**src/rtl/tdc_time_fifo.sv**
```systemverilog
// ---------------------------------------------------------------------------
// tdc_time_fifo
//
// Result buffer behind the TDC register read/write stage. Every time word the
// stage presents with its read-over pulse is inspected. Words addressed to
// result FIFO 8 or 9 go into a first-word-fall-through circular queue that
// the bus side drains with pop_in. All other words are rejected, and the
// rejection is flagged for one cycle. The block also reports the fill level,
// a level-sensitive threshold interrupt and a saturating count of words lost
// because the queue was full.
//
// Parameters
//   DEPTH_LOG2  queue depth is 2**DEPTH_LOG2 words
//   IRQ_LEVEL   irq_out asserts when the stored count is at least this value
//               (1 .. 2**DEPTH_LOG2)
//   DROP_W      width of the overflow drop counter
//
// Ports
//   clk          system clock
//   resetn       synchronous active-low reset, overrides everything
//   timeData_in  upstream word: [31:28] TDC address, [27:0] raw result
//   rdOver_in    upstream read-over pulse, qualifies timeData_in
//   pop_in       consumer removes the head word (ignored while empty)
//   clear_in     synchronous flush of queue and drop counter
//   data_out     head word, 0 while empty
//   valid_out    queue not empty
//   count_out    number of stored words (0 .. 2**DEPTH_LOG2)
//   full_out     queue holds 2**DEPTH_LOG2 words
//   irq_out      count_out >= IRQ_LEVEL
//   dropCnt_out  words lost to a full queue, saturates at all-ones
//   badAddr_out  one-cycle pulse after a word with a foreign address arrived
// ---------------------------------------------------------------------------
module tdc_time_fifo #(
    parameter int DEPTH_LOG2 = 4,
    parameter int IRQ_LEVEL  = 8,
    parameter int DROP_W     = 16
) (
    input  logic                  clk,
    input  logic                  resetn,
    input  logic [31:0]           timeData_in,
    input  logic                  rdOver_in,
    input  logic                  pop_in,
    input  logic                  clear_in,
    output logic [31:0]           data_out,
    output logic                  valid_out,
    output logic [DEPTH_LOG2:0]   count_out,
    output logic                  full_out,
    output logic                  irq_out,
    output logic [DROP_W-1:0]     dropCnt_out,
    output logic                  badAddr_out
);

    localparam int DEPTH = 2 ** DEPTH_LOG2;
    localparam int CNT_W = DEPTH_LOG2 + 1;

    localparam logic [CNT_W-1:0]      FULL_CNT = CNT_W'(DEPTH);
    localparam logic [CNT_W-1:0]      IRQ_CNT  = CNT_W'(IRQ_LEVEL);
    localparam logic [CNT_W-1:0]      CNT_ONE  = CNT_W'(1);
    localparam logic [DEPTH_LOG2-1:0] PTR_ONE  = DEPTH_LOG2'(1);
    localparam logic [DROP_W-1:0]     DROP_ONE = DROP_W'(1);

    // Storage and state registers
    logic [31:0]           mem_q [DEPTH];
    logic [DEPTH_LOG2-1:0] wrPtr_q, wrPtr_d;
    logic [DEPTH_LOG2-1:0] rdPtr_q, rdPtr_d;
    logic [CNT_W-1:0]      count_q, count_d;
    logic [DROP_W-1:0]     dropCnt_q, dropCnt_d;
    logic                  badAddr_q, badAddr_d;

    // Decoded request qualifiers
    logic addrOk;
    logic isFull;
    logic isEmpty;
    logic popDo;
    logic pushReq;
    logic pushDo;
    logic pushDrop;
    logic memWe;

    // Classify this cycle's requests. A push into a full queue is still
    // accepted when a real pop frees the head slot in the same edge; only
    // otherwise is it counted as a drop. A pop on an empty queue is ignored,
    // so push+pop on empty degenerates to a plain push.
    always_comb begin
        addrOk   = (timeData_in[31:28] == 4'h8) || (timeData_in[31:28] == 4'h9);
        isFull   = (count_q == FULL_CNT);
        isEmpty  = (count_q == '0);
        popDo    = pop_in && !isEmpty;
        pushReq  = rdOver_in && addrOk;
        pushDo   = pushReq && (!isFull || popDo);
        pushDrop = pushReq && isFull && !popDo;
        memWe    = pushDo && !clear_in;
    end

    // Next-state computation. Clear wins over push and pop but must not hide
    // a rejected word, so the bad-address flag is derived outside the clear
    // branch.
    always_comb begin
        wrPtr_d   = wrPtr_q;
        rdPtr_d   = rdPtr_q;
        count_d   = count_q;
        dropCnt_d = dropCnt_q;
        badAddr_d = rdOver_in && !addrOk;

        if (clear_in) begin
            wrPtr_d   = '0;
            rdPtr_d   = '0;
            count_d   = '0;
            dropCnt_d = '0;
        end else begin
            if (pushDo) begin
                wrPtr_d = wrPtr_q + PTR_ONE;
            end
            if (popDo) begin
                rdPtr_d = rdPtr_q + PTR_ONE;
            end
            if (pushDo && !popDo) begin
                count_d = count_q + CNT_ONE;
            end else if (popDo && !pushDo) begin
                count_d = count_q - CNT_ONE;
            end
            if (pushDrop && (dropCnt_q != '1)) begin
                dropCnt_d = dropCnt_q + DROP_ONE;
            end
        end
    end

    // Control state register with synchronous active-low reset
    always_ff @(posedge clk) begin
        if (!resetn) begin
            wrPtr_q   <= '0;
            rdPtr_q   <= '0;
            count_q   <= '0;
            dropCnt_q <= '0;
            badAddr_q <= 1'b0;
        end else begin
            wrPtr_q   <= wrPtr_d;
            rdPtr_q   <= rdPtr_d;
            count_q   <= count_d;
            dropCnt_q <= dropCnt_d;
            badAddr_q <= badAddr_d;
        end
    end

    // Word storage. Not reset: its contents only become visible through
    // data_out once count_q says a slot holds a written word. When the queue
    // is full and a push coincides with a pop, wrPtr equals rdPtr; the head
    // word is read out before this edge overwrites it.
    always_ff @(posedge clk) begin
        if (resetn && memWe) begin
            mem_q[wrPtr_q] <= timeData_in;
        end
    end

    // Outputs come from registered state only, so pop_in and rdOver_in
    // have no combinational path to them.
    always_comb begin
        valid_out   = !isEmpty;
        full_out    = isFull;
        irq_out     = (count_q >= IRQ_CNT);
        count_out   = count_q;
        dropCnt_out = dropCnt_q;
        badAddr_out = badAddr_q;
        data_out    = isEmpty ? 32'h0 : mem_q[rdPtr_q];
    end

endmodule

```
**config.mk**
```make
export PLATFORM = sky130hd
export DESIGN_NAME = tdc_time_fifo
export DESIGN_NICKNAME = d
export VERILOG_FILES = /design/src/rtl/tdc_time_fifo.sv
export SDC_FILE = /design/constraint.sdc
export NUM_CORES = 1
export LEC_CHECK = 0
export CORE_MARGIN = 5
export CORE_UTILIZATION = 35
export DETAILED_ROUTE_END_ITERATION = 7
export PLACE_DENSITY = 0.5
export SYNTH_ARGS = -nofsm -noshare
export SYNTH_HDL_FRONTEND = slang
export SYNTH_SLANG_ARGS = --single-unit
export TNS_END_PERCENT = 10
```
**constraint.sdc**
```tcl
create_clock -name clk -period 4.5 [get_ports clk]
set_input_delay 0.45 -clock clk [delete_from_list [all_inputs] [get_ports clk]]
set_output_delay 0.45 -clock clk [all_outputs]
set_load 0.01 [all_outputs]
```
; ---- After elaboration in Yosys (flattened, before gate mapping)
; Memory sizes are Yosys's and may differ from the RTL's. A register that Yosys moved wholly into a read port is not among the register bits.
; Index checks and enable logic that the tools add are counted.
[totals]
ram_bits = 512
ff_bits = 30
out_inout_bits = 57
mem_count = 1
wordCells = 46
input_bits = 37
[classes]
n_mux = 7
add_sub_neg = 5
magnitude_cmp = 1
bitwise_logic = 1
eq_ne = 4
reduce_logical = 22
[memory_table]
columns = name, depth, word_bits, rd, rd_clocked_by_memory_dff, write_ports, line_no
row1 = mem_q, 16, 32, 1, 1, 1, 63  ; logic [31:0] mem_q [DEPTH];
[op_table]
columns = op, n
row1 = $mux 32, 1
row2 = $add 16x1->16 const B, 1
row3 = $ne 16x16->1 const B, 1
row4 = $logic_and 1x1->1, 11
row5 = $mux 5, 2
row6 = $add 4x1->4 const B, 2
row7 = $eq 4x4->1 const B, 2
row8 = $mux 4, 2
row9 = $logic_not 1->1, 6
row10 = $add 5x1->5 const B, 1
row11 = $eq 5x5->1 const B, 1
row12 = $ge 5x4->1 const B, 1
row13 = $logic_not 5->1, 1
row14 = $sub 5x1->5 const B, 1
row15 = $logic_or 1x1->1, 2
row16 = $mux 1, 2
row17 = $reduce_bool 2->1, 1
row18 = $reduce_or 2->1, 1
row19 = $not 1->1, 1

; ---- Longest topological paths before layout
; Gate-level depths: netlist of run 1.
[logic_depth]
word_depth = 9
ltp_mapped = 11
mapped_depth_nobuf = 11

; ---- Worst setup path after synthesis of run 1
; OpenSTA, ideal clock, no wires.
[synth_timing]
kind = in2reg
from = input timeData_in[30]
to = memory mem_q[0][0], enable pin
setup_time_ns = 0.502
cell_stages = 4
slack_ns = -0.341
t_required_ns = 3.998
t_arrival_ns = 4.340
path_buffers = 0
cell_sequence = and4bb_2 > a21boi_2 > nand2_1 > nor4_1
[synth_via]
elab_chain_cells = 8
word_cells_on_any_way = 9
classes_between = eq/ne (2) / mux (2) / reduce/logical (5)
[synth_lines]
columns = item, line_no
row1 = start: declaration, 40  ; input logic [31:0] timeData_in,
row2 = $eq 4x4->1, 85  ; addrOk = (timeData_in[31:28] == 4'h8) || (timeData_in[31:28] == 4'h9);
row3 = $logic_or 1x1->1 (*), 85
row4 = $logic_and 1x1->1 (*), 89  ; pushReq = rdOver_in && addrOk;
row5 = $logic_and 1x1->1 (*), 90  ; pushDo = pushReq && (!isFull || popDo);
row6 = $logic_and 1x1->1 (*), 92  ; memWe = pushDo && !clear_in;
row7 = $logic_and 1x1->1 (*), 150  ; if (resetn && memWe) begin
row8 = $mux 1 (*), 150
row9 = $mux 1 (not written as such) (*), 151  ; mem_q[wrPtr_q] <= timeData_in;
row10 = end: declaration, 63
; Mark *: on every way between the ends. The rest lies on a longest branch, timed or not.

; ---- Worst setup path in the final report of run 1
[layout_timing]
from = register count_q[0], in the netlist count_out[0]
to = output data_out[14]
[layout_via]
elab_chain_cells = 2
[layout_lines]
columns = item, line_no
row1 = start: declaration, 66  ; logic [CNT_W-1:0] count_q, count_d;
row2 = start signal: assignment, 139  ; count_q <= count_d;
row3 = $logic_not 5->1, 87  ; isEmpty = (count_q == '0);
row4 = $mux 32, 164  ; data_out = isEmpty ? 32'h0 : mem_q[rdPtr_q];
row5 = end: declaration, 44  ; output logic [31:0] data_out,
; Every way passes these cells.

==> results.py, run 1 <==
metrics = {
    "drt": {
        "ant_nets": 0,
        "drtIter0Drc": 705,
        "firstDrtPassIters": 5,
        "drt_wl_total_um": 47000,
        "wire_per_inst_um": 23.9,
        "vias_per_cell": 5.10,
        "vias": 10000,
        "drc": 0,
    },
    "setup_path": {
        "cp_max_fo": 17,
        "r2r_cells": 11,
        "startpoint_type": "flop",
        "r2r_slack_ns": 1.44,
        "required_ns": 4.05,
        "crit_type": "reg2out",
        "worstPathArrival_ns": 3.43,
        "worstReg2RegEnd": "count_out[4]",
        "crit_path_end_kind": "output pin",
        "rr_startpoint": "count_out[0]",
    },
    "synthesis": {
        "yosysWarnings": 0,
        "async_flop_share_pct": 0,
        "syn_area_um2": 21100,
        "synth_top_family_by_area": "multiplexers",
        "synth_simple_gate_area_share_pct": 2.98,
        "synth_nets": 1042,
        "synth_top_flop_cell": "edfxtp_1",
        "synthAdderAreaFrac_pct": 0.746,
        "synthMuxAreaShare_pct": 16.7,
        "syn_area_per_cell_um2": 21.3,
        "synth_cell_types": 40,
        "yosysSeqAreaShare_pct": 76.0,
        "synth_xor_area_share_pct": 0.954,
        "synth.ff_latch_count": 546,
        "synth_edf_count": 512,
        "netlist_instances": 993,
        "synth-compound-area-share_pct": 1.38,
    },
    "final_layout": {
        "post-route-util_pct": 42.1,
        "n_fill_cell": 5278,
        "layout.nets": 1192,
        "layout-drive-gt1-share_pct": 23.4,
        "diodes": 0,
        "syn2layout_area_growth_pct": 19.6,
    },
    "worst_hold_path": {
        "min_to": "badAddr_out",
        "min_from": "rdOver_in",
        "hp-class": "in2reg",
        "hold_depth": 2,
    },
    "sta": {
        "slew_headroom_pct": 39.5,
        "fin_crit_ns": 3.88,
        "tightest_slew_ns": 0.905,
        "skew_ns": 0.0260,
        "setup_viol": 0,
        "fin_crit_sh_pct": 86.2,
        "rsz0062_at_grt": "no",
        "slew_viol_final": 0,
        "hold_viol": 0,
        "fmax_mhz": 258,
    },
    "clock_network": {
        "clkLatencyLatePin_ns": 0.62,
        "cts_num_sinks": 546,
        "cts_buffers": 58,
        "htreeDepth": 2,
        "cts_tree": "built",
        "hold_buffers": 0,
        "clk_pin_slew_ns": 0.06,
        "cts_buffer_depth": 3,
        "cts_setup_buffers": 0,
        "post_cts_resized": 0,
        "root_buffer": "clkbuf_16",
    },
    "floorplanning": {
        "pin_count": 94,
        "fp.dieH_um": 256,
        "dieArea_um2": 65400,
        "core_region_area_um2": 60000,
        "row_count": 90,
        "die_w_um": 256,
        "initial_utilization_pct": 35.2,
    },
    "placed_design": {
        "place_congestion": 0.715,
        "io_buffers": 93,
        "place_hpwl_um": 26900,
    },
    "pwr": {
        "leakagePower_nw": 7.53,
        "max-vdd-ir-drop_uv": 324,
        "powerDensity_nw_per_um2": 427,
        "power_mw": 10.8,
    },
    "global_routing": {
        "antenna_found_initial": 0,
        "grt.total_usage_pct": 14.4,
        "grt_overflow": 0,
        "grt_max_degree": 39,
        "grt_pass1_wl_um": 71800,
        "grt_pass1_vias": 10800,
    },
    "outcome": {
        "status": "completed",
    },
    "run": {
        "max-cap-violations": 0,
    },
}
==> worst max-delay path, cell delays in order (launching register included) <==
cell and delay, ns:
dfxtp_1 0.37, nor4_4 0.44, or2b_1 0.37, nand2b_2 0.56
buf_4 0.33, o22ai_1 0.16, clkdlybuf4s50_1 0.57
==> sequential cells by signal, indices dropped and copies added, names as in the netlist, named ones only <==
name         count
mem_q          512
dropCnt_out     16
count_out        5
rdPtr_q          4
wrPtr_q          4
badAddr_out      1
==> metrics by stage <==
stage | setup TNS, ns | cells | cell area, µm² | worst slack (ns) | hold slack (ns)
after floorplan | -43.69 | 993 | 21100 | -0.341 | 0.459
after global placement | 0 | 1865 | 23400 | 0.882 | 0.472
after detailed placement | 0 | 1865 | 23400 | 0.787 | 0.485
after CTS | 0 | 1968 | 25300 | 0.514 | 0.395
after global routing | 0 | 1968 | 25300 | 0.441 | 0.412
final | 0 | 1968 | 25300 | 0.622 | 0.444
==> report_power, final <==
| group | switching (mW) | internal, mW |
|---|---|---|
| registers | 0.0185 | 5.55 |
| clock network | 1.92 | 2.76 |
| logic | 0.280 | 0.253 |
| total | 2.22 | 8.57 |
==> layout make-up <==
class	count	area [µm²]	area share (%)
sequential	546	16100	63.6
multi-input combinational	387	4880	19.3
clock buffer	75	1560	6.16
timing repair buffer	140	1450	5.72
tap	782	978	3.87
clock inverter	28	300	1.19
inverter	10	37.5	0.149
==> layer usage <==
| layer | global-route usage [%] | vias up | wire length (µm) |
|---|---|---|---|
| met3 | 2.77 | 78 | 1880 |
| li1 | - | 4430 | - |
| met4 | 3.51 | 0 | 1050 |
| met1 | 19.9 | 5342 | 21000 |
| met5 | 0 | - | 0 |
| met2 | 23.7 | 193 | 23000 |
==> worst max path at each step <==
stage	slack, ns	startpoint	depth (start not counted)	endpoint
2_1_floorplan	-0.34	timeData_in[30]	4	mem_q[0][0]
3_3_place_gp	0.88	timeData_in[31]	8	mem_q[9][15]
3_5_place_dp	0.79	timeData_in[31]	8	mem_q[9][7]
4_1_cts	0.51	count_out[0]	6	data_out[19]
5_1_grt	0.44	count_out[0]	6	data_out[14]
6_report	0.62	count_out[0]	6	data_out[14]
==> cell usage in the layout, fill, tap and decap left out, drive strengths merged, types with 7 or more instances in the layout <==
cell type / netlist / final
mux2i: 65 / 65
and2: 11 / 11
clkdlybuf4s50: 0 / 93
nand3: 13 / 13
clkbuf: 25 / 75
edfxtp: 512 / 512
inv: 10 / 10
nor2: 33 / 33
buf: 25 / 47
a21oi: 7 / 7
xnor2: 17 / 17
nand2: 12 / 12
mux4: 128 / 128
dfxtp: 34 / 34
o22ai: 32 / 32
clkinv: 0 / 21
nor4: 14 / 14
ha: 11 / 11
==> cell usage after synthesis (all sizes together) (2+ instances only) <==
library cell,n,area [µm²]
a21oi,7,35.0
and2,11,68.8
and3,2,12.5
and4,2,17.5
buf,25,126
clkbuf,25,93.8
dfxtp,34,681
edfxtp,512,15400
ha,11,138
inv,10,37.5
mux2i,65,651
mux4,128,2880
nand2,12,45.0
nand2b,3,18.8
nand3,13,77.6
nand4,5,31.3
nor2,33,124
nor2b,3,18.8
nor3,4,20.0
nor3b,2,15.0
nor4,14,103
nor4b,2,30.0
o21ai,4,20.0
o22ai,32,200
or3,2,12.5
xnor2,17,149
xor2,6,52.6
==> cell families (layout without fill, tap and decap cells) <==
logic type / count (synthesis) / after routing
XOR/XNOR: 23 / 23
AND/OR/NAND/NOR: 112 / 112
multiplexers: 193 / 193
buffers and inverters: 60 / 253
flip-flops: 546 / 546
adder cells (fa/ha/maj): 12 / 12
AO/OA/AOI/OAI: 47 / 47
(Power assumes the default switching activity.)
==> run 2, diff against run 1 <==
- SLEW_MARGIN: unset -> 20
==> results of run 2 <==
No change in the layout: final DEF, timing and power equal those of run 1.
